File: config.mk
export PLATFORM = sky130hd
export DESIGN_NAME = bridge_host_regs
export DESIGN_NICKNAME = d
export VERILOG_FILES = /design/src/rtl/bridge_host_pkg.sv /design/src/rtl/bridge_word_stage.sv /design/src/rtl/bridge_host_regs.sv
export SDC_FILE = /design/constraint.sdc
export NUM_CORES = 1
export LEC_CHECK = 0
export BUFFER_PORTS_ARGS = -buffer_cell sky130_fd_sc_hd__buf_4
export CORE_UTILIZATION = 57
export CTS_BUF_LIST = sky130_fd_sc_hd__clkbuf_2
export DETAILED_ROUTE_END_ITERATION = 7
export GPL_TIMING_DRIVEN = 1
export HOLD_SLACK_MARGIN = 0.08
export PLACE_DENSITY = 0.79
export SLEW_MARGIN = 20
export SYNTH_ARGS = -nofsm -noshare
export SYNTH_HDL_FRONTEND = slang
export SYNTH_SLANG_ARGS = --single-unit
File: constraint.sdc
create_clock -name clk -period 4 [get_ports clk]
set_input_delay 0.8 -clock clk [delete_from_list [all_inputs] [get_ports clk]]
set_output_delay 0.8 -clock clk [all_outputs]
set_load 0.05 [all_outputs]
File: src/rtl/bridge_host_pkg.sv
// Shared constants and types for the CW305 host register front end of the X-HEEP loader bridge.
package bridge_host_pkg;

  localparam logic [7:0] BH_STATUS = 8'h00;
  localparam logic [7:0] BH_INSTR  = 8'h01;
  localparam logic [7:0] BH_ADDR   = 8'h02;
  localparam logic [7:0] BH_RDATA  = 8'h03;
  localparam logic [7:0] BH_CTRL   = 8'h04;

  localparam int ST_BUSY        = 0;
  localparam int ST_INSTR_PEND  = 1;
  localparam int ST_ADDR_PEND   = 2;
  localparam int ST_RDATA_VALID = 3;
  localparam int ST_CMD_OVF     = 4;
  localparam int ST_RDATA_LOST  = 5;

  localparam int CTRL_CLR_OVF  = 0;
  localparam int CTRL_CLR_LOST = 1;

  typedef enum logic {
    IDLE   = 1'b0,
    ISSUED = 1'b1
  } issue_state_t;

endpackage

File: src/rtl/bridge_word_stage.sv
// Byte-wise staging of a little-endian 32-bit word; a byte-3 write commits it to the output register
// when the owner says the previous command has been consumed.
module bridge_word_stage (
  input  logic        clk,
  input  logic        rst_n,
  input  logic        wr_en,
  input  logic [1:0]  byte_sel,
  input  logic [7:0]  wr_data,
  input  logic        accept,
  output logic        commit,
  output logic [31:0] word_q
);

  logic [31:0] staging;

  assign commit = wr_en && (byte_sel == 2'd3);

  always_ff @(posedge clk or negedge rst_n) begin
    if (!rst_n) begin
      staging <= '0;
    end else if (wr_en) begin
      staging[{byte_sel, 3'b000} +: 8] <= wr_data;
    end
  end

  // Byte 3 is taken straight from the bus so the committed word is complete in the commit cycle.
  always_ff @(posedge clk or negedge rst_n) begin
    if (!rst_n) begin
      word_q <= '0;
    end else if (commit && accept) begin
      word_q <= {wr_data, staging[23:0]};
    end
  end

endmodule

File: src/rtl/bridge_host_regs.sv
// Host register front end: decodes CW305 byte writes into instruction/section-address commands for the
// OBI bridge, captures OBI read responses, and exposes status to the host.
module bridge_host_regs
  import bridge_host_pkg::*;
#(
  parameter int pADDR_WIDTH   = 8,
  parameter int pBYTECNT_SIZE = 7
) (
  input  logic                     clk,
  input  logic                     rst_n,
  input  logic [pADDR_WIDTH-1:0]   reg_address,
  input  logic [pBYTECNT_SIZE-1:0] reg_bytecnt,
  input  logic [7:0]               reg_datai,
  output logic [7:0]               reg_datao,
  input  logic                     reg_read,
  input  logic                     reg_write,
  input  logic                     busy,
  input  logic                     OBI_rvalid,
  input  logic [31:0]              OBI_rdata,
  output logic                     instr_valid,
  output logic                     addr_valid,
  output logic [31:0]              instruction,
  output logic [31:0]              new_section_address
);

  logic         byte_ok;
  logic [1:0]   byte_sel;
  logic         hit_status, hit_instr, hit_addr, hit_rdata, hit_ctrl;
  logic         wr_instr, wr_addr, wr_ctrl;
  logic         rd_rdata_last;
  logic         instr_commit, addr_commit;
  logic         instr_pending, addr_pending;
  logic         cmd_overflow, rdata_valid, rdata_lost;
  logic [31:0]  rdata_q;
  logic [7:0]   status_byte;
  issue_state_t state_q, state_d;

  assign byte_ok  = (reg_bytecnt <= pBYTECNT_SIZE'(3));
  assign byte_sel = reg_bytecnt[1:0];

  assign hit_status = (reg_address == pADDR_WIDTH'(BH_STATUS));
  assign hit_instr  = (reg_address == pADDR_WIDTH'(BH_INSTR));
  assign hit_addr   = (reg_address == pADDR_WIDTH'(BH_ADDR));
  assign hit_rdata  = (reg_address == pADDR_WIDTH'(BH_RDATA));
  assign hit_ctrl   = (reg_address == pADDR_WIDTH'(BH_CTRL));

  assign wr_instr      = reg_write && byte_ok && hit_instr;
  assign wr_addr       = reg_write && byte_ok && hit_addr;
  assign wr_ctrl       = reg_write && byte_ok && hit_ctrl && (byte_sel == 2'd0);
  assign rd_rdata_last = reg_read && byte_ok && hit_rdata && (byte_sel == 2'd3);

  bridge_word_stage u_instr_stage (
    .clk      (clk),
    .rst_n    (rst_n),
    .wr_en    (wr_instr),
    .byte_sel (byte_sel),
    .wr_data  (reg_datai),
    .accept   (!instr_pending),
    .commit   (instr_commit),
    .word_q   (instruction)
  );

  bridge_word_stage u_addr_stage (
    .clk      (clk),
    .rst_n    (rst_n),
    .wr_en    (wr_addr),
    .byte_sel (byte_sel),
    .wr_data  (reg_datai),
    .accept   (!addr_pending),
    .commit   (addr_commit),
    .word_q   (new_section_address)
  );

  always_ff @(posedge clk or negedge rst_n) begin
    if (!rst_n) begin
      state_q <= IDLE;
    end else begin
      state_q <= state_d;
    end
  end

  always_comb begin
    state_d = state_q;
    case (state_q)
      IDLE:    if (instr_valid || addr_valid) state_d = ISSUED;
      ISSUED:  state_d = IDLE;
      default: state_d = IDLE;
    endcase
  end

  // ISSUED blocks one cycle so the bridge's busy response to a pulse is seen before the next issue.
  always_comb begin
    addr_valid  = 1'b0;
    instr_valid = 1'b0;
    if (state_q == IDLE && !busy) begin
      addr_valid  = addr_pending;
      instr_valid = instr_pending && !addr_pending;
    end
  end

  // A commit can only be accepted while not pending, so it never collides with the clearing pulse.
  always_ff @(posedge clk or negedge rst_n) begin
    if (!rst_n) begin
      instr_pending <= 1'b0;
      addr_pending  <= 1'b0;
      cmd_overflow  <= 1'b0;
    end else begin
      if (instr_commit && !instr_pending) begin
        instr_pending <= 1'b1;
      end else if (instr_valid) begin
        instr_pending <= 1'b0;
      end
      if (addr_commit && !addr_pending) begin
        addr_pending <= 1'b1;
      end else if (addr_valid) begin
        addr_pending <= 1'b0;
      end
      if ((instr_commit && instr_pending) || (addr_commit && addr_pending)) begin
        cmd_overflow <= 1'b1;
      end else if (wr_ctrl && reg_datai[CTRL_CLR_OVF]) begin
        cmd_overflow <= 1'b0;
      end
    end
  end

  // A fresh capture beats both the host's read-clear and a CTRL clear of the lost flag.
  always_ff @(posedge clk or negedge rst_n) begin
    if (!rst_n) begin
      rdata_q     <= '0;
      rdata_valid <= 1'b0;
      rdata_lost  <= 1'b0;
    end else begin
      if (OBI_rvalid) begin
        rdata_q <= OBI_rdata;
      end
      if (OBI_rvalid) begin
        rdata_valid <= 1'b1;
      end else if (rd_rdata_last) begin
        rdata_valid <= 1'b0;
      end
      if (OBI_rvalid && rdata_valid) begin
        rdata_lost <= 1'b1;
      end else if (wr_ctrl && reg_datai[CTRL_CLR_LOST]) begin
        rdata_lost <= 1'b0;
      end
    end
  end

  always_comb begin
    status_byte                 = '0;
    status_byte[ST_BUSY]        = busy;
    status_byte[ST_INSTR_PEND]  = instr_pending;
    status_byte[ST_ADDR_PEND]   = addr_pending;
    status_byte[ST_RDATA_VALID] = rdata_valid;
    status_byte[ST_CMD_OVF]     = cmd_overflow;
    status_byte[ST_RDATA_LOST]  = rdata_lost;
  end

  always_comb begin
    reg_datao = '0;
    if (reg_read && byte_ok) begin
      if (hit_status && byte_sel == 2'd0) begin
        reg_datao = status_byte;
      end else if (hit_rdata) begin
        reg_datao = rdata_q[{byte_sel, 3'b000} +: 8];
      end
    end
  end

endmodule

==> metrics.md <==
| Metric | Value |
|---|---|
| Post-synth cell types | 35 |
| Syn avg cell area | 15.8 um^2 |
| FP Rows | 38 |
| Max-cap viol count | 0 |
| Top_reg_cell synth | dfrtp_1 |
| Clock Latency Late Sink | 0.69 ns |
| Commonest cells after routing, fill and taps aside | dfrtp_1 (150), buf_4 (136), mux2_2 (115) |
| Busiest layer in global routing | met2 |
| I/O Buffers | 134 |
| Worst-margin pin slew | 1.02 ns |
| DRC Markers | 0 |
| H-tree depth | 4 |
| Die W | 108 um |
| HPWL after detailed placement | 9.12 mm |
| PostCTS Resize Cnt | 0 |
| FFs w/ async S/R, synth | 100% |
| Met1 usage | 31.2% |
| Reg clk slew, reported paths | 0.20 ns |
| Clock skew | 0.0280 ns |
| Post-Syn Instances | 402 |
| Drt first pass iters | 4 |
| P&R area growth vs syn | 22.5% |
| Fin crit share | 83.8% |
| Mapped cell area | 0.00635 mm^2 |
| Final setup TNS | 0 ns |
| Worst vdd ir | 0.175 mV |
| PD cells | 356 mW/mm^2 |
| Hold WC Path Type | input port to asynchronous set/reset pin |
| Max transition margin | 31.6% |
| Critical Path Start Type | input port |
| Num CTS Buffers | 17 |
| Maximum clock frequency | 298 MHz |
| WS Path Type | input port to primary output |
| Worst EP arrival | 2.55 ns |
| Status | completed |
| Max FO, Critical Path | 6 |
| CTS tree | done |
| Final nets | 606 |
| Fillcell total | 775 |
| Minimum clock period | 3.35 ns |
| Unrepaired setup endpoints after global routing | no |
| Yosys Warn Count | 0 |
| Core area | 0.0108 mm^2 |
| Initial DRC count | 119 |
| Detailed Route WL | 13.2 mm |
| First-pass GRT wire length | 21.3 mm |
| # hold bufs at CTS | 0 |
| Gr usage total | 24.8% |
| Leakage Power | 4.06 nW |
| Req. time, crit path | 3.20 ns |
| GR Layer Usage met3 | 7.26% |
| Slew Viols, Final | 0 |
| Routed via count | 3910 |
| Post-CTS Setup Repair Bufs | 0 |
| Setup Viol. Count Final | 0 |
| Gp weighted congestion | 0.773 |
| Sink Count | 150 |
| ANT cells | 0 |
| Vias in the first global route | 4197 |
| Yosys reg bits | 150 |
| Initial antenna violation count | 0 |
| Fin. Hold Viols | 0 |
| Seq/Total Area, Yosys | 59.1% |
| Worst setup EP type | primary output |
| DR vias/cell | 5.64 |
| Proportion of layout cells with a drive suffix above 1 | 58.8% |
| Syn Nets | 468 |
| GR Util met2 | 41.1% |
| DIE HEIGHT | 108 um |
| Initial Util | 58.6% |
| Commonest non-fill, non-tap cell in the layout | dfrtp_1 |
| Remaining antenna violation count after routing | 0 |
| Number of synthesized flops with an enable pin | 0 |
| Tot Pwr | 0.00277 W |
| Wire length per cell | 19.0 um |
| Root Buffer | clkbuf_2 |
| Largest net degree at the start of global routing | 104 |
| Bufs on Longest Clock Path | 2 |
| GRT Residual Overflow | 0 |
| DIE AREA | 0.0116 mm^2 |
| Io pins | 135 |
-- Yosys cell counts, types with 2 or more instances --
master	n	area [um^2]
dfrtp_1	150	3750
mux2_2	115	1290
mux2_4	29	435
and2_1	24	150
clkbuf_1	12	45.0
mux4_2	8	180
nand4_1	7	43.8
a32o_1	6	60.1
ha_1	5	62.6
nor3b_1	5	37.5
and3_1	3	18.8
buf_1	3	11.3
buf_6	3	33.8
inv_1	3	11.3
nand3_1	3	15.0
nor2b_1	3	18.8
and4b_1	2	20.0
nand3b_1	2	15.0
nor3_1	2	10.0
or4_4	2	22.5
-- flip-flops by register name, indices dropped and copies added (netlist names) --
register,cells
rdata_valid,1
addr_pending,1
instr_pending,1
rdata_q,32
u_addr_stage.word_q,32
u_instr_stage.word_q,32
rdata_lost,1
state_q,1
cmd_overflow,1
u_instr_stage.staging,24
u_addr_stage.staging,24
-- logic make-up (layout without fill, tap and decap cells) --
logic type               after synthesis  in the layout  synth area share [%]
multiplexers                         152            152                  30.1
flip-flops                           150            150                  59.1
AND/OR/NAND/NOR                       61             61                  6.45
buffers and inverters                 22            173                  1.71
AO/OA/AOI/OAI                         12             12                  1.62
adder cells (fa/ha/maj)                5              5                 0.986
-- metrics by stage --
stage                     setup slack [ns]  instances  instance area, um^2  util (%)  hold slack (ns)
after global routing                 0.499        693                 7770      71.7            0.164
after detailed placement             0.636        661                 7480      69.0            0.479
after floorplan                      0.459        402                 6350         -            0.448
after CTS                            0.629        693                 7770      71.7            0.182
after global placement               0.686        661                 7480      69.0            0.469
final                                0.648        693                 7770      71.7            0.149
-- power by group --
part,internal (W),switching (W)
sequential,0.00155,0.0000184
clock,0.000470,0.000533
combinational,0.0000996,0.0000939
total,0.00212,0.000645
-- critical path, cell delays in order --
cell     delay, ns
buf_4         0.11
or4_4         0.55
nor4_2        0.33
and4b_1       0.38
a32o_1        0.19
buf_4         0.20
-- final timing paths --
path / slack [ns] / startpoint / endpoint / cells after the start
worst max-delay path: 0.65 / reg_bytecnt[6] / reg_datao[1] / 6
worst min-delay path: 0.15 / rst_n / u_addr_stage.word_q[3]$_DFFE_PN0P_ / 1
worst max register to register: 2.24 / addr_pending$_DFFE_PN0P_ / u_addr_stage.word_q[18]$_DFFE_PN0P_ / 3
worst min register to register: 0.50 / state_q$_DFF_PN0_ / state_q$_DFF_PN0_ / 1
max in group asynchronous: 3.00 / rst_n / rdata_q[0]$_DFFE_PN0P_ / 2
min in group clk: 0.29 / busy / state_q$_DFF_PN0_ / 2
-- metal layers --
metal  share of wire, %  up-vias
met5                  0        -
met4                1.7        0
met1                 42     2030
met2                 51      121
li1                   -     1738
met3                5.8       21
-- cell type report --
class                   count  area (um^2)  area share, %
inverters                   3         11.3          0.145
repair buffers            138         1050           13.5
multi-input cells         230         2480           32.0
clock buffers              18         90.1           1.16
well taps                 140          175           2.25
clock inverters            14          208           2.67
flip-flops and latches    150         3750           48.3
No activity file was read; power rests on OpenSTA's default activity.
